[src/rtl/weight_pkg.sv]
// Shared definitions for the weight stream loader: state/layer codes, per-layer
// word counts and the layer_id decoder.
package weight_pkg;

  localparam int unsigned L1_WEIGHTS   = 216;  // 72 rows x 3 lanes
  localparam int unsigned LMID_WEIGHTS = 576;  // 72 rows x 8 lanes
  localparam int unsigned L7_WEIGHTS   = 400;  // 50 rows x 8 lanes

  // The encoding is visible on weight_fsm_cs, so the values are fixed.
  typedef enum logic [3:0] {
    IDLE     = 4'b0000,
    L1_STORE = 4'b0001,
    L2_STORE = 4'b0010,
    L4_STORE = 4'b0011,
    L5_STORE = 4'b0100,
    L7_STORE = 4'b0101,
    FINISH   = 4'b1111
  } weight_state_e;

  typedef struct packed {
    logic          valid;
    weight_state_e code;
    logic [15:0]   total;
  } layer_info_t;

  function automatic layer_info_t decode_layer(input logic [2:0] layer_id);
    layer_info_t info;
    info.valid = 1'b1;
    info.code  = IDLE;
    info.total = '0;
    case (layer_id)
      3'd1: begin info.code = L1_STORE; info.total = 16'(L1_WEIGHTS);   end
      3'd2: begin info.code = L2_STORE; info.total = 16'(LMID_WEIGHTS); end
      3'd4: begin info.code = L4_STORE; info.total = 16'(LMID_WEIGHTS); end
      3'd5: begin info.code = L5_STORE; info.total = 16'(LMID_WEIGHTS); end
      3'd7: begin info.code = L7_STORE; info.total = 16'(L7_WEIGHTS);   end
      default: info.valid = 1'b0;
    endcase
    return info;
  endfunction

endpackage

[src/rtl/counter_cnn.sv]
// Clearable up-counter used as the element counter of the weight loader.
module counter_cnn #(
  parameter int WIDTH = 16
) (
  input  logic             clk,
  input  logic             rst,
  input  logic             clr_i,
  input  logic             inc_i,
  output logic [WIDTH-1:0] count_o
);

  logic [WIDTH-1:0] count_q;

  // NOTE: sequential state uses non-blocking assignments so every register
  // samples the pre-edge values of its peers.
  always_ff @(posedge clk or negedge rst) begin
    if (!rst) begin
      count_q <= '0;
    end else if (clr_i) begin
      count_q <= '0;
    end else if (inc_i) begin
      count_q <= count_q + 1'b1;
    end
  end

  assign count_o = count_q;

endmodule

[src/rtl/weight_stream_loader.sv]
// Loads one layer of weights from a valid/ready stream into the local weight
// memory write port. Optional running checksum: WEIGHT_LOADER_CHECKSUM_EN.
module weight_stream_loader
  import weight_pkg::*;
(
  input  logic        clk,
  input  logic        rst,
  input  logic        start,
  input  logic [2:0]  layer_id,
  input  logic        in_valid,
  input  logic [15:0] in_data,
  output logic        in_ready,
  output logic        write_weight_signal,
  output logic [15:0] write_weight_data,
  output logic [15:0] write_weight_addr,
  output logic [3:0]  weight_fsm_cs,
  output logic        weight_store_done,
  output logic        busy,
  output logic        layer_err
`ifdef WEIGHT_LOADER_CHECKSUM_EN
  ,
  output logic [15:0] checksum
`endif
);

  weight_state_e state_q, state_d;
  logic [15:0]   total_q, total_d;
  logic [15:0]   count;
  layer_info_t   info;
  logic          storing, start_ok, hs;
  logic          wr_sig_q, err_q;
  logic [15:0]   wr_data_q, wr_addr_q;

  assign info     = decode_layer(layer_id);
  assign storing  = state_q inside {L1_STORE, L2_STORE, L4_STORE, L5_STORE, L7_STORE};
  assign start_ok = (state_q == IDLE) && start && info.valid;
  assign in_ready = storing && (count < total_q);
  assign hs       = in_valid && in_ready;

  counter_cnn #(.WIDTH(16)) u_elem_cnt (
    .clk     (clk),
    .rst     (rst),
    .clr_i   (start_ok),
    .inc_i   (hs),
    .count_o (count)
  );

  // NOTE: defaults first so every path assigns every output: no latches.
  always_comb begin
    state_d = state_q;
    total_d = total_q;
    case (state_q)
      IDLE: begin
        if (start_ok) begin
          state_d = info.code;
          total_d = info.total;
        end
      end
      L1_STORE, L2_STORE, L4_STORE, L5_STORE, L7_STORE: begin
        // The last write is already on the port when count reaches total.
        if (count == total_q) state_d = FINISH;
      end
      FINISH:  state_d = IDLE;
      default: state_d = IDLE;
    endcase
  end

  always_ff @(posedge clk or negedge rst) begin
    if (!rst) begin
      state_q   <= IDLE;
      total_q   <= '0;
      wr_sig_q  <= 1'b0;
      wr_data_q <= '0;
      wr_addr_q <= '0;
      err_q     <= 1'b0;
    end else begin
      state_q  <= state_d;
      total_q  <= total_d;
      wr_sig_q <= hs;
      err_q    <= (state_q == IDLE) && start && !info.valid;
      if (hs) begin
        wr_data_q <= in_data;
        wr_addr_q <= count;
      end
    end
  end

`ifdef WEIGHT_LOADER_CHECKSUM_EN
  logic [15:0] sum_q;

  always_ff @(posedge clk or negedge rst) begin
    if (!rst) begin
      sum_q <= '0;
    end else if (start_ok) begin
      sum_q <= '0;
    end else if (hs) begin
      sum_q <= sum_q + in_data;
    end
  end

  assign checksum = sum_q;
`endif

  assign write_weight_signal = wr_sig_q;
  assign write_weight_data   = wr_data_q;
  assign write_weight_addr   = wr_addr_q;
  assign weight_fsm_cs       = state_q;
  assign weight_store_done   = (state_q == FINISH);
  assign busy                = (state_q != IDLE);
  assign layer_err           = err_q;

endmodule

[config.mk]
export PLATFORM = sky130hd
export DESIGN_NAME = weight_stream_loader
export DESIGN_NICKNAME = d
export VERILOG_FILES = /design/src/rtl/weight_pkg.sv /design/src/rtl/counter_cnn.sv /design/src/rtl/weight_stream_loader.sv
export SDC_FILE = /design/constraint.sdc
export NUM_CORES = 1
export LEC_CHECK = 0
export ABC_AREA = 1
export CAP_MARGIN = 20
export CORE_UTILIZATION = 30
export CTS_BUF_LIST = sky130_fd_sc_hd__clkbuf_8 sky130_fd_sc_hd__clkbuf_16
export CTS_CLUSTER_DIAMETER = 80
export DETAILED_ROUTE_END_ITERATION = 6
export GPL_TIMING_DRIVEN = 0
export PLACE_DENSITY_LB_ADDON = 0.12
export SYNTH_ARGS = -nofsm -noshare
export SYNTH_HDL_FRONTEND = slang
export SYNTH_SLANG_ARGS = --single-unit
[constraint.sdc]
create_clock -name clk -period 1.9 [get_ports clk]
set_input_delay 0.19 -clock clk [delete_from_list [all_inputs] [get_ports clk]]
set_output_delay 0.19 -clock clk [all_outputs]
set_load 0.01 [all_outputs]
==> impl_results.md <==
* Placer Congestion at 0.774
* Final ANT Viol Nets at 0
* Final min period at 1.85 ns
* Die X at 99.5 um
* First-pass GRT wire length at ~11000 um
* Via/cell ratio at 4.24
* WL/cell at 11.8 um
* Max Clk Rate at 541 MHz
* Crit share post-route at 0.972
* Share of Yosys cell area claimed by the top area cell type at 0.518
* Final Hold Vio Count at 0
* Hpwl dp at 4350 um
* Synth warn at 0
* Post-Syn Nets at about 380
* Largest net degree at the start of global routing at 60
* RSZ-0062 raised after global routing: yes
* Crit path top cell by count: nand2_1
* Most common cell in the netlist: nand2_1
* Post-synthesis async set-or-reset flop share at 1.00
* Leak Pwr at 2.07 nW
* Power Density at 1440 nW/um^2
* Crit path DAT at roughly 1.7 ns
* Synth top cells by count: 126 x nand2_1, 59 x dfrtp_1, 40 x inv_1, 33 x nor2_1, 18 x nand3_1
* WP buf/inv at 2
* Least-Margin Pin Slew at 0.778 ns
* Clk sinks at 59
* H-tree levels at 3
* Final WL at about 6600 um
* Worst setup path class: register to primary output
* Register area share after synthesis at 0.518
* Slowest stage delay, CP at 0.44 ns
* CTS Buf Count at 9
* Critical Path End: in_ready
* Worst Slack Setup Final at 0.0525 ns
* # rows at 35
* Tot GR Track Use at 0.143
* Cell variety after synth at 28
* Root Buffer: clkbuf_8
* CP max FO at 2
* Worst hold path class: input port to register
* Worst reg2reg endpoint: write_weight_data[6]
* Synth Instances at approximately 350
* Max transition margin at 0.481
* Layout Nets at 463
* First-iteration detailed-routing DRC count at 83
* Die area at 9900 sq um
* Worst path depth at 9
* Share of cells above drive strength 1 at 0.170
* Data required time of the critical path at roughly 1.7 ns
* Yosys top cell by area: dfrtp_1
* Post-synth EDFFs at 0
* Startpoint Class: register
* Worst reg-to-reg setup slack at approximately 0.080 ns
* Drt drc at 0
* Port bufs at 63
* Finished Layout Cells at 564
* R2r worst-path depth at 12
* Mean post-synth cell area at 8.27 sq um
* Clock Latency Late Sink at 0.34 ns
* Setup WS pre-CTS at -0.192 ns
* Origin of the worst setup path: u_elem_cnt.count_o[9]
* Final Slew Violations at 0
* IR drop worst, VDD at between 700 and 800 uV
* Top delay family on crit path: simple AND/OR/NAND/NOR gates
* CTS tree: built
* Worst-case clock buffer depth at 2
* Worst-path clk slew at 0.07 ns
* Placed instance count at between 500 and 600
* #FFs+latches synth at 59
* Critical-path cell list: ha_4 -> nand2_1 -> nand2_1 -> nor2_1 -> nand2_1 -> nor2_4 -> nand2_1 -> inv_1 -> buf_2
* Area Growth Syn to Fin at 43.6%
* Number of max-cap violations at 0
* Top post-synthesis cells by area: dfrtp_1 52%, nand2_1 17%, inv_1 5.3%, nor2_1 4.3%, ha_1 3.5%
* Core region area at 9240 sq um
* Worst Skew at 0.0131 ns
* Vias post-DR at 2392
* Critical path capture point type: primary output
* Reg-to-reg startpoint: u_elem_cnt.count_o[9]
* Synth Flop Type: dfrtp_1
* Post-synthesis cell area at 2850 sq um
* Chip Height at 99.5 um
* GRT overflow at 0
* # IOs at 64
* # setup viols final at 0
* Diode count at 0
* DR pass1 iterations at 4
* Status: finished clean
* Initial Utilization at 0.309
* Vias in the first global route at about 2300
* Slowest CP cell: dfrtp_2
* Antenna violations before repair at 0
[repair_timing]
item / CTS / global route
pin swaps: 4 / 6
hold endpoints to repair: 59 / 0
resized for setup: 14 / 28
endpoints found under the setup margin: 1 / 42
setup buffers: 5 / 5
hold buffers: 1 / 0
gates cloned: 0 / 2
[registers in the layout (all words and copies together) (netlist names)]
register	flops
layer_err	1
weight_fsm_cs	4
total_q	5
write_weight_addr	16
write_weight_signal	1
write_weight_data	16
u_elem_cnt.count_o	16
[cells in the final DEF (no fill, tap or decap), types with 2 or more instances in the layout]
cell,instances
a21oi_1,6
buf_2,2
buf_4,9
buf_6,7
buf_8,3
clkbuf_16,2
clkbuf_8,12
clkdlybuf4s50_1,60
clkinv_2,2
dfrtp_1,54
dfrtp_2,5
ha_1,5
ha_4,3
inv_1,38
inv_2,2
nand2_1,120
nand2_2,10
nand2_4,4
nand3_1,18
nand4_1,3
nor2_1,31
nor2_2,4
nor2_4,2
nor3_1,2
o21ai_0,4
o21ai_1,9
xnor2_1,2
xor2_1,5
[per-layer routing]
metal	share of wire	track usage	vias up
met5	0	0	-
met4	0.0089	0.0498	0
met3	0.043	0.0520	6
met2	0.45	0.223	53
met1	0.49	0.185	1103
li1	-	-	1230
[worst min-delay path, stage by stage]
cell and delay [ns]:
clkdlybuf4s50_1 0.39, nand2_1 0.06, nand2_1 0.04
[per-stage QoR]
step | setup TNS (ns) | instance area (sq um) | utilization | power (mW) | hold slack (ns)
final | 0 | 4100 | 0.443 | 5.89 | 0.382
after global routing | -0.603 | 4100 | 0.443 | 6.43 | 0.378
after CTS | 0 | 3910 | 0.423 | 5.69 | 0.366
after detailed placement | -0.192 | 3640 | 0.394 | 4.40 | 0.327
after global placement | -82.66 | 3640 | 0.394 | 4.37 | 0.450
after floorplan | 0 | 2850 | - | 3.41 | -0.106
[worst min-delay path by stage]
stage	from	endpoint	slack, ns	depth (start not counted)
global route	in_data[1]	write_weight_data[1]	0.38	3
global placement	write_weight_addr[14]	write_weight_addr[14]	0.45	2
floorplan	rst	layer_err	-0.11	0
detailed placement	rst	write_weight_data[2]	0.33	1
CTS	in_data[2]	write_weight_data[2]	0.37	3
finish	in_data[2]	write_weight_data[2]	0.38	3
[report_power, final]
group / leakage [nW] / internal, mW / switching [mW]
Combinational: 1.20 / 1.33 / 1.50
Clock: 0.104 / 0.697 / 0.484
Sequential: 0.765 / 1.66 / 0.224
[logic make-up after synthesis]
family          share of synthesized area
buf+inv                            0.0846
simple gates                        0.302
compound gates                     0.0390
fa+ha+maj                          0.0351
xor+xnor                           0.0215
flops                               0.518
[area by class of cell]
cell class	instances	area, sq um
clock inverters	2	35.0
fillers	935	5140
well taps	129	161
repair buffers	76	768
plain buffers	9	106
clock buffers	12	165
multi-input cells	234	1210
flip-flops and latches	59	1480
inverters	43	170
Note: power is estimated with default switching activity, not from simulation.
